==> src/rtl/pipe_stage_reg.sv <==
// Parametrised valid/ready pipeline-stage register with a one-entry skid
// buffer. The main entry drives the outputs; the skid entry catches the beat
// that arrives in the cycle a downstream stall is first seen. Flush turns
// every held entry into a bubble (zero ctrl, out_valid low).
module pipe_stage_reg #(
    parameter int DATA_W = 32,
    parameter int CTRL_W = 9,
    parameter int RD_W   = 5
) (
    input  logic              clock,
    input  logic              reset_n,
    input  logic              in_valid,
    output logic              in_ready,
    input  logic [CTRL_W-1:0] in_ctrl,
    input  logic [DATA_W-1:0] in_data,
    input  logic [RD_W-1:0]   in_rd,
    input  logic              flush,
    output logic              out_valid,
    input  logic              out_ready,
    output logic [CTRL_W-1:0] out_ctrl,
    output logic [DATA_W-1:0] out_data,
    output logic [RD_W-1:0]   out_rd,
    output logic [1:0]        level
);

    typedef enum logic [1:0] {
        EMPTY = 2'd0,
        BUSY  = 2'd1,
        FULL  = 2'd2
    } state_t;

    state_t state, state_nxt;

    // skid entry
    logic [CTRL_W-1:0] skid_ctrl;
    logic [DATA_W-1:0] skid_data;
    logic [RD_W-1:0]   skid_rd;

    // datapath steering decoded from the transition
    logic load_main_in, load_main_skid, load_skid;

    // next values of the registered status outputs
    logic       out_valid_nxt, in_ready_nxt;
    logic [1:0] level_nxt;

    logic acc, take;

    // in_ready and out_valid are flops, so both handshakes are fully registered
    assign acc  = in_valid && in_ready;
    assign take = out_valid && out_ready;

    // state register
    always_ff @(posedge clock or negedge reset_n) begin
        if (!reset_n) state <= EMPTY;
        else          state <= state_nxt;
    end

    // next-state and datapath-steering decode; flush overrides every transfer
    always_comb begin
        state_nxt      = state;
        load_main_in   = 1'b0;
        load_main_skid = 1'b0;
        load_skid      = 1'b0;
        if (flush) begin
            state_nxt = EMPTY;
        end else begin
            case (state)
                EMPTY: begin
                    if (acc) begin
                        state_nxt    = BUSY;
                        load_main_in = 1'b1;
                    end
                end
                BUSY: begin
                    if (acc && take) begin
                        load_main_in = 1'b1;
                    end else if (acc) begin
                        state_nxt = FULL;
                        load_skid = 1'b1;
                    end else if (take) begin
                        state_nxt = EMPTY;
                    end
                end
                FULL: begin
                    // acc cannot occur here: in_ready is low while FULL
                    if (take) begin
                        state_nxt      = BUSY;
                        load_main_skid = 1'b1;
                    end
                end
                default: state_nxt = EMPTY;
            endcase
        end
    end

    // status outputs as a function of the next state (registered below)
    always_comb begin
        out_valid_nxt = (state_nxt != EMPTY);
        in_ready_nxt  = (state_nxt != FULL);
        level_nxt     = 2'd0;
        case (state_nxt)
            BUSY:    level_nxt = 2'd1;
            FULL:    level_nxt = 2'd2;
            default: level_nxt = 2'd0;
        endcase
    end

    // registered status outputs
    always_ff @(posedge clock or negedge reset_n) begin
        if (!reset_n) begin
            out_valid <= 1'b0;
            in_ready  <= 1'b1;
            level     <= 2'd0;
        end else begin
            out_valid <= out_valid_nxt;
            in_ready  <= in_ready_nxt;
            level     <= level_nxt;
        end
    end

    // main entry: loads from input or skid; ctrl zeroed whenever it goes empty
    // so a bubble always carries zero ctrl while data/rd keep their last value
    always_ff @(posedge clock or negedge reset_n) begin
        if (!reset_n) begin
            out_ctrl <= '0;
            out_data <= '0;
            out_rd   <= '0;
        end else if (load_main_in) begin
            out_ctrl <= in_ctrl;
            out_data <= in_data;
            out_rd   <= in_rd;
        end else if (load_main_skid) begin
            out_ctrl <= skid_ctrl;
            out_data <= skid_data;
            out_rd   <= skid_rd;
        end else if (state_nxt == EMPTY) begin
            out_ctrl <= '0;
        end
    end

    // skid entry: captures the beat accepted while the head is stalled
    always_ff @(posedge clock or negedge reset_n) begin
        if (!reset_n) begin
            skid_ctrl <= '0;
            skid_data <= '0;
            skid_rd   <= '0;
        end else if (load_skid) begin
            skid_ctrl <= in_ctrl;
            skid_data <= in_data;
            skid_rd   <= in_rd;
        end
    end

endmodule

==> config.mk <==
export PLATFORM = sky130hd
export DESIGN_NAME = pipe_stage_reg
export DESIGN_NICKNAME = d
export VERILOG_FILES = /design/src/rtl/pipe_stage_reg.sv
export SDC_FILE = /design/constraint.sdc
export NUM_CORES = 1
export LEC_CHECK = 0
export ABC_AREA = 1
export CORE_ASPECT_RATIO = 0.5
export CORE_MARGIN = 3
export CORE_UTILIZATION = 40
export CTS_CLUSTER_DIAMETER = 200
export CTS_CLUSTER_SIZE = 24
export DETAILED_ROUTE_END_ITERATION = 10
export GPL_ROUTABILITY_DRIVEN = 0
export HOLD_SLACK_MARGIN = 0.12
export PLACE_DENSITY = 0.73
export SLEW_MARGIN = 40
export SYNTH_ARGS = -nofsm -noshare
export SYNTH_HDL_FRONTEND = slang
export SYNTH_SLANG_ARGS = --single-unit
export TNS_END_PERCENT = 30
==> constraint.sdc <==
create_clock -name clock -period 2.1 [get_ports clock]
set_clock_uncertainty 0.15 [all_clocks]
set_input_delay 0.42 -clock clock [delete_from_list [all_inputs] [get_ports clock]]
set_output_delay 0.42 -clock clock [all_outputs]
set_load 0.005 [all_outputs]
== After elaboration in Yosys (flattened, before gate mapping) ==
Cells that the tools add are included.
W data, S select, Z words.

* Eq/ne operators: 5
* Muxes and demuxes: 25
* Reduce and logical (&&, ||, !) cells: 8

{| class="wikitable"
|+ Operator list
! cell !! count
|-
| $mux W32 || 2
|-
| $mux W9 || 3
|-
| $mux W2 || 6
|-
| $mux W5 || 2
|-
| $mux W1 || 9
|-
| $pmux W2 S3 || 1
|-
| $eq A2 B1 Y1 const B || 2
|-
| $eq A2 B2 Y1 const B || 2
|-
| $logic_not A2 Y1 || 2
|-
| $pmux W2 S2 || 1
|-
| $reduce_bool A2 Y1 || 2
|-
| $logic_and A1 B1 Y1 || 3
|-
| $reduce_bool A3 Y1 || 1
|-
| $ne A2 B2 Y1 const B || 1
|-
| $pmux W1 S2 || 1
|}

* Logic and storage cells: 48
* Input port bits: 51
* Register bits: 98
* Output and inout port bits: 50

== Depth between registers and ports, before layout ==
* Word-level depth: 10
* Gate-level depth with buffers: 8
* Depth with buffers taken out: 8

== Worst setup path before layout ==
No wires, ideal clock.

* Path kind: reg-to-reg
* From: reg in_ready
* To: reg out_data[10]
* Slack: 0.462 ns
* Library setup time: 0.087 ns
* Data arrival time: 1.401 ns
* Cell stages (with the launch flop): 9
* Path buffers: 2
* Cells stage by stage: dfstp_2 nand2_1 nor2_1 nand2_1 nor2_2 buf_4 buf_2 nand2_1 o211ai_1

* Cells in the longest elaborated chain, start to end: 6
* Elaborated cells on any way between the ends: 8

{| class="wikitable"
|+ RTL lines
! element !! RTL line !! source
|-
| start: declaration || 13 || <nowiki>output logic in_ready,</nowiki>
|-
| start signal: assignment || 116 || <nowiki>in_ready <= in_ready_nxt;</nowiki>
|-
| $logic_and A1 B1 Y1 * || 49 || <nowiki>assign acc = in_valid && in_ready;</nowiki>
|-
| $logic_and A1 B1 Y1 || 75 || <nowiki>if (acc && take) begin</nowiki>
|-
| $mux W1 || 75 ||
|-
| $pmux W1 S2 * || 67 || <nowiki>case (state)</nowiki>
|-
| $mux W1 * || 64 || <nowiki>if (flush) begin</nowiki>
|-
| $mux W32 or $reduce_bool A2 Y1 (tied branches) || -- ||
|-
| end signal: assignment || 130 || <nowiki>out_data <= in_data;</nowiki>
|-
| end signal: assignment || 134 || <nowiki>out_data <= skid_data;</nowiki>
|-
| end: declaration || 21 || <nowiki>output logic [DATA_W-1:0] out_data,</nowiki>
|}

Every way passes the cells marked *; elsewhere a longest branch is shown, timed or not.
A chain may end at the register's enable or synchronous reset.

== Worst setup path in the final report ==
* From: reg in_ready
* To: out in_ready

No word-level cell between the ends.

==> results.txt <==
Outcome - complete, no violations
Area Growth Syn to Fin - 37.4%
Largest net degree at the start of global routing - 47
Sequential area share after synthesis - 59.4%
Final worst slack - 0.165 ns
Antenna cell count - 0
Post-layout net count - 582
Clock Latency Late Sink - 0.34 ns
Wire per inst - 14.4 microns
Full die area - 11700 sq um
Final period util - 92.1%
Final Max Tran Viols - 0
Crit. End Element - output pin
Final setup fails - 0
Layout fillers - 807
Vias in the first global route - 3218
Worst Tran Pin Value - 0.545 ns
Die W - 150 microns
Crit path cell chain - clkdlybuf4s50_1
Post-CTS setup repair buffer count - 0
Setup TNS - 0 ns
Required time worst endpoint - 1.53 ns
Area fraction of the dominant cell type after synthesis - 58.8%
Synth unique cells - 21
Tmin final - 1.93 ns
Synth warn - 0
Chip Height - 77.8 microns
Total CTS buffers - 9
Vias - 3235
GRT met1 Usage - 22.0%
Starting DRT DRC Count - 259
Initial antenna violation count - 0
DP Wirelength - 6380 microns
CTS Sinks - 98
Reg clk slew, reported paths - 0.07 ns
RSZ-0062 raised after global routing - false
P per Cell Area - 992 nW/um^2
Routed Antenna Nets - 0
Num ports - 101
Dpl ws - -0.170 ns
CTS tree - yes
Startpoint types - flip-flop
Post_cts resized - 0
Final wirelength - 9640 microns
Most frequent cells in the layout - nand2_1, clkdlybuf4s50_1, dfrtp_1
CORE AREA - 9730 sq um
Clock buffer depth - 2
Power Total - 5.63 mW
Peak Freq - 0.517 GHz
GRT met2 Usage - 29.1%
Grt total ovfl - 0
Buf+Inv Stages, Crit Path - 1
Most Crowded Layer GR - met2
Detailed-route DRC error count - 0
Worst Path Max Fanout - 2
Critical path's top delay family - flip-flops
Initial Utilization - 42.4%
Final Cell Area - 5670 sq um
Max_slew headroom - 63.7%
Vias/cell - 4.82
Cell area after synthesis - 4130 sq um
Root buffer cell - clkbuf_16
Most common cell after layout, fill and taps aside - nand2_1
Final core utilization - 58.3%
IO Port Bufs - 100
Layout cells sized above 1 - 12.7%
Worst setup path class - flip-flop to output pin
Cell taking the most area after synthesis - dfrtp_1
Cell Rows - 25
GR met3 Demand/Resource - 4.90%
Leak - 2.81 nW
Drt first pass iters - 4
FF+latch count, synth - 98
Arrival @ worst endpoint - 1.36 ns
Mapped Cells - 426
Main area contributors after synthesis - dfrtp_1, nand2_1, o211ai_2
Syn Nets - 477
CTS H-tree depth - 3
Slowest CP cell - dfstp_2
Dpl cell area - 5390 sq um
Hold buffer count at cts - 1
MaxCap Viol Count - 0
Max IR drop VDD - 0.405 mV
Mean Syn Cell Area - 9.69 sq um
Hold WC Path Type - flip-flop to flip-flop
Overall Global Routing Usage - 17.3%
Global-route wire length before repair - 16000 microns
Max incr delay on CP - 0.53 ns
Final Hold Viols - 0
metrics by stage:
stage	instances	hold slack [ns]
2_1_floorplan	426	-0.0256
3_3_place_gp	652	0.264
3_5_place_dp	654	0.268
4_1_cts	671	0.326
5_1_grt	671	0.336
6_report	671	0.326
registers in the layout (all words and copies together), names as in the netlist:
signal     flops
out_data      32
skid_data     32
out_ctrl       9
skid_ctrl      9
out_rd         5
skid_rd        5
level          2
state          2
in_ready       1
out_valid      1
power breakdown:
group | internal (mW) | switching, mW | total [mW]
Clock | 0.835 | 0.708 | 1.54
Combinational | 0.748 | 0.645 | 1.39
Sequential | 2.43 | 0.259 | 2.69
worst paths after layout:
check / from / to / slack, ns / cells after the start
max in group asynchronous: reset_n / skid_data[1]$_DFFE_PN0P_ / 0.76 / 3
min in group asynchronous: reset_n / skid_data[28]$_DFFE_PN0P_ / 0.44 / 2
min: skid_ctrl[8]$_DFFE_PN0P_ / skid_ctrl[8]$_DFFE_PN0P_ / 0.33 / 2
max reg2reg: in_ready$_DFF_PN1_ / out_data[9]$_DFFE_PN0P_ / 0.19 / 7
max: in_ready$_DFF_PN1_ / in_ready / 0.17 / 1
min reg2reg: skid_ctrl[8]$_DFFE_PN0P_ / skid_ctrl[8]$_DFFE_PN0P_ / 0.33 / 2
Yosys cell counts:
library cell,count
nor3_4,1
o21ai_2,1
inv_1,28
nand2_1,136
nor2_1,24
o211ai_1,2
clkbuf_1,5
buf_4,3
a21oi_1,22
nor2_8,1
nand3_1,35
nor2_2,3
dfstp_2,1
nor2_4,1
nand2_2,3
dfrtp_1,97
buf_2,14
o211ai_2,20
buf_6,2
a22oi_1,24
inv_2,3
cells by family after synthesis:
| family | after synthesis | share of synthesized area, % |
|---|---|---|
| and+or+nand+nor | 204 | 20.8 |
| AOI/OAI and AO/OA | 69 | 13.7 |
| DFF | 98 | 59.4 |
| buffers and inverters | 55 | 6.06 |
layer usage:
layer  share of wire, %  vias up
met1                 44     1568
met3                4.9       12
met2                 50       59
met4                1.1        0
met5                  0        -
li1                   -     1596
final cells by class:
type,instances,area (sq um),share of cell area [%]
clock buffers,10,239,4.21
clock inverters,6,40.0,0.706
repair buffers,118,1230,21.6
inverters,31,116,2.05
multi-input cells,273,1430,25.2
well taps,135,169,2.98
flip-flops and latches,98,2450,43.2
Power figures use the tool's default switching activity.
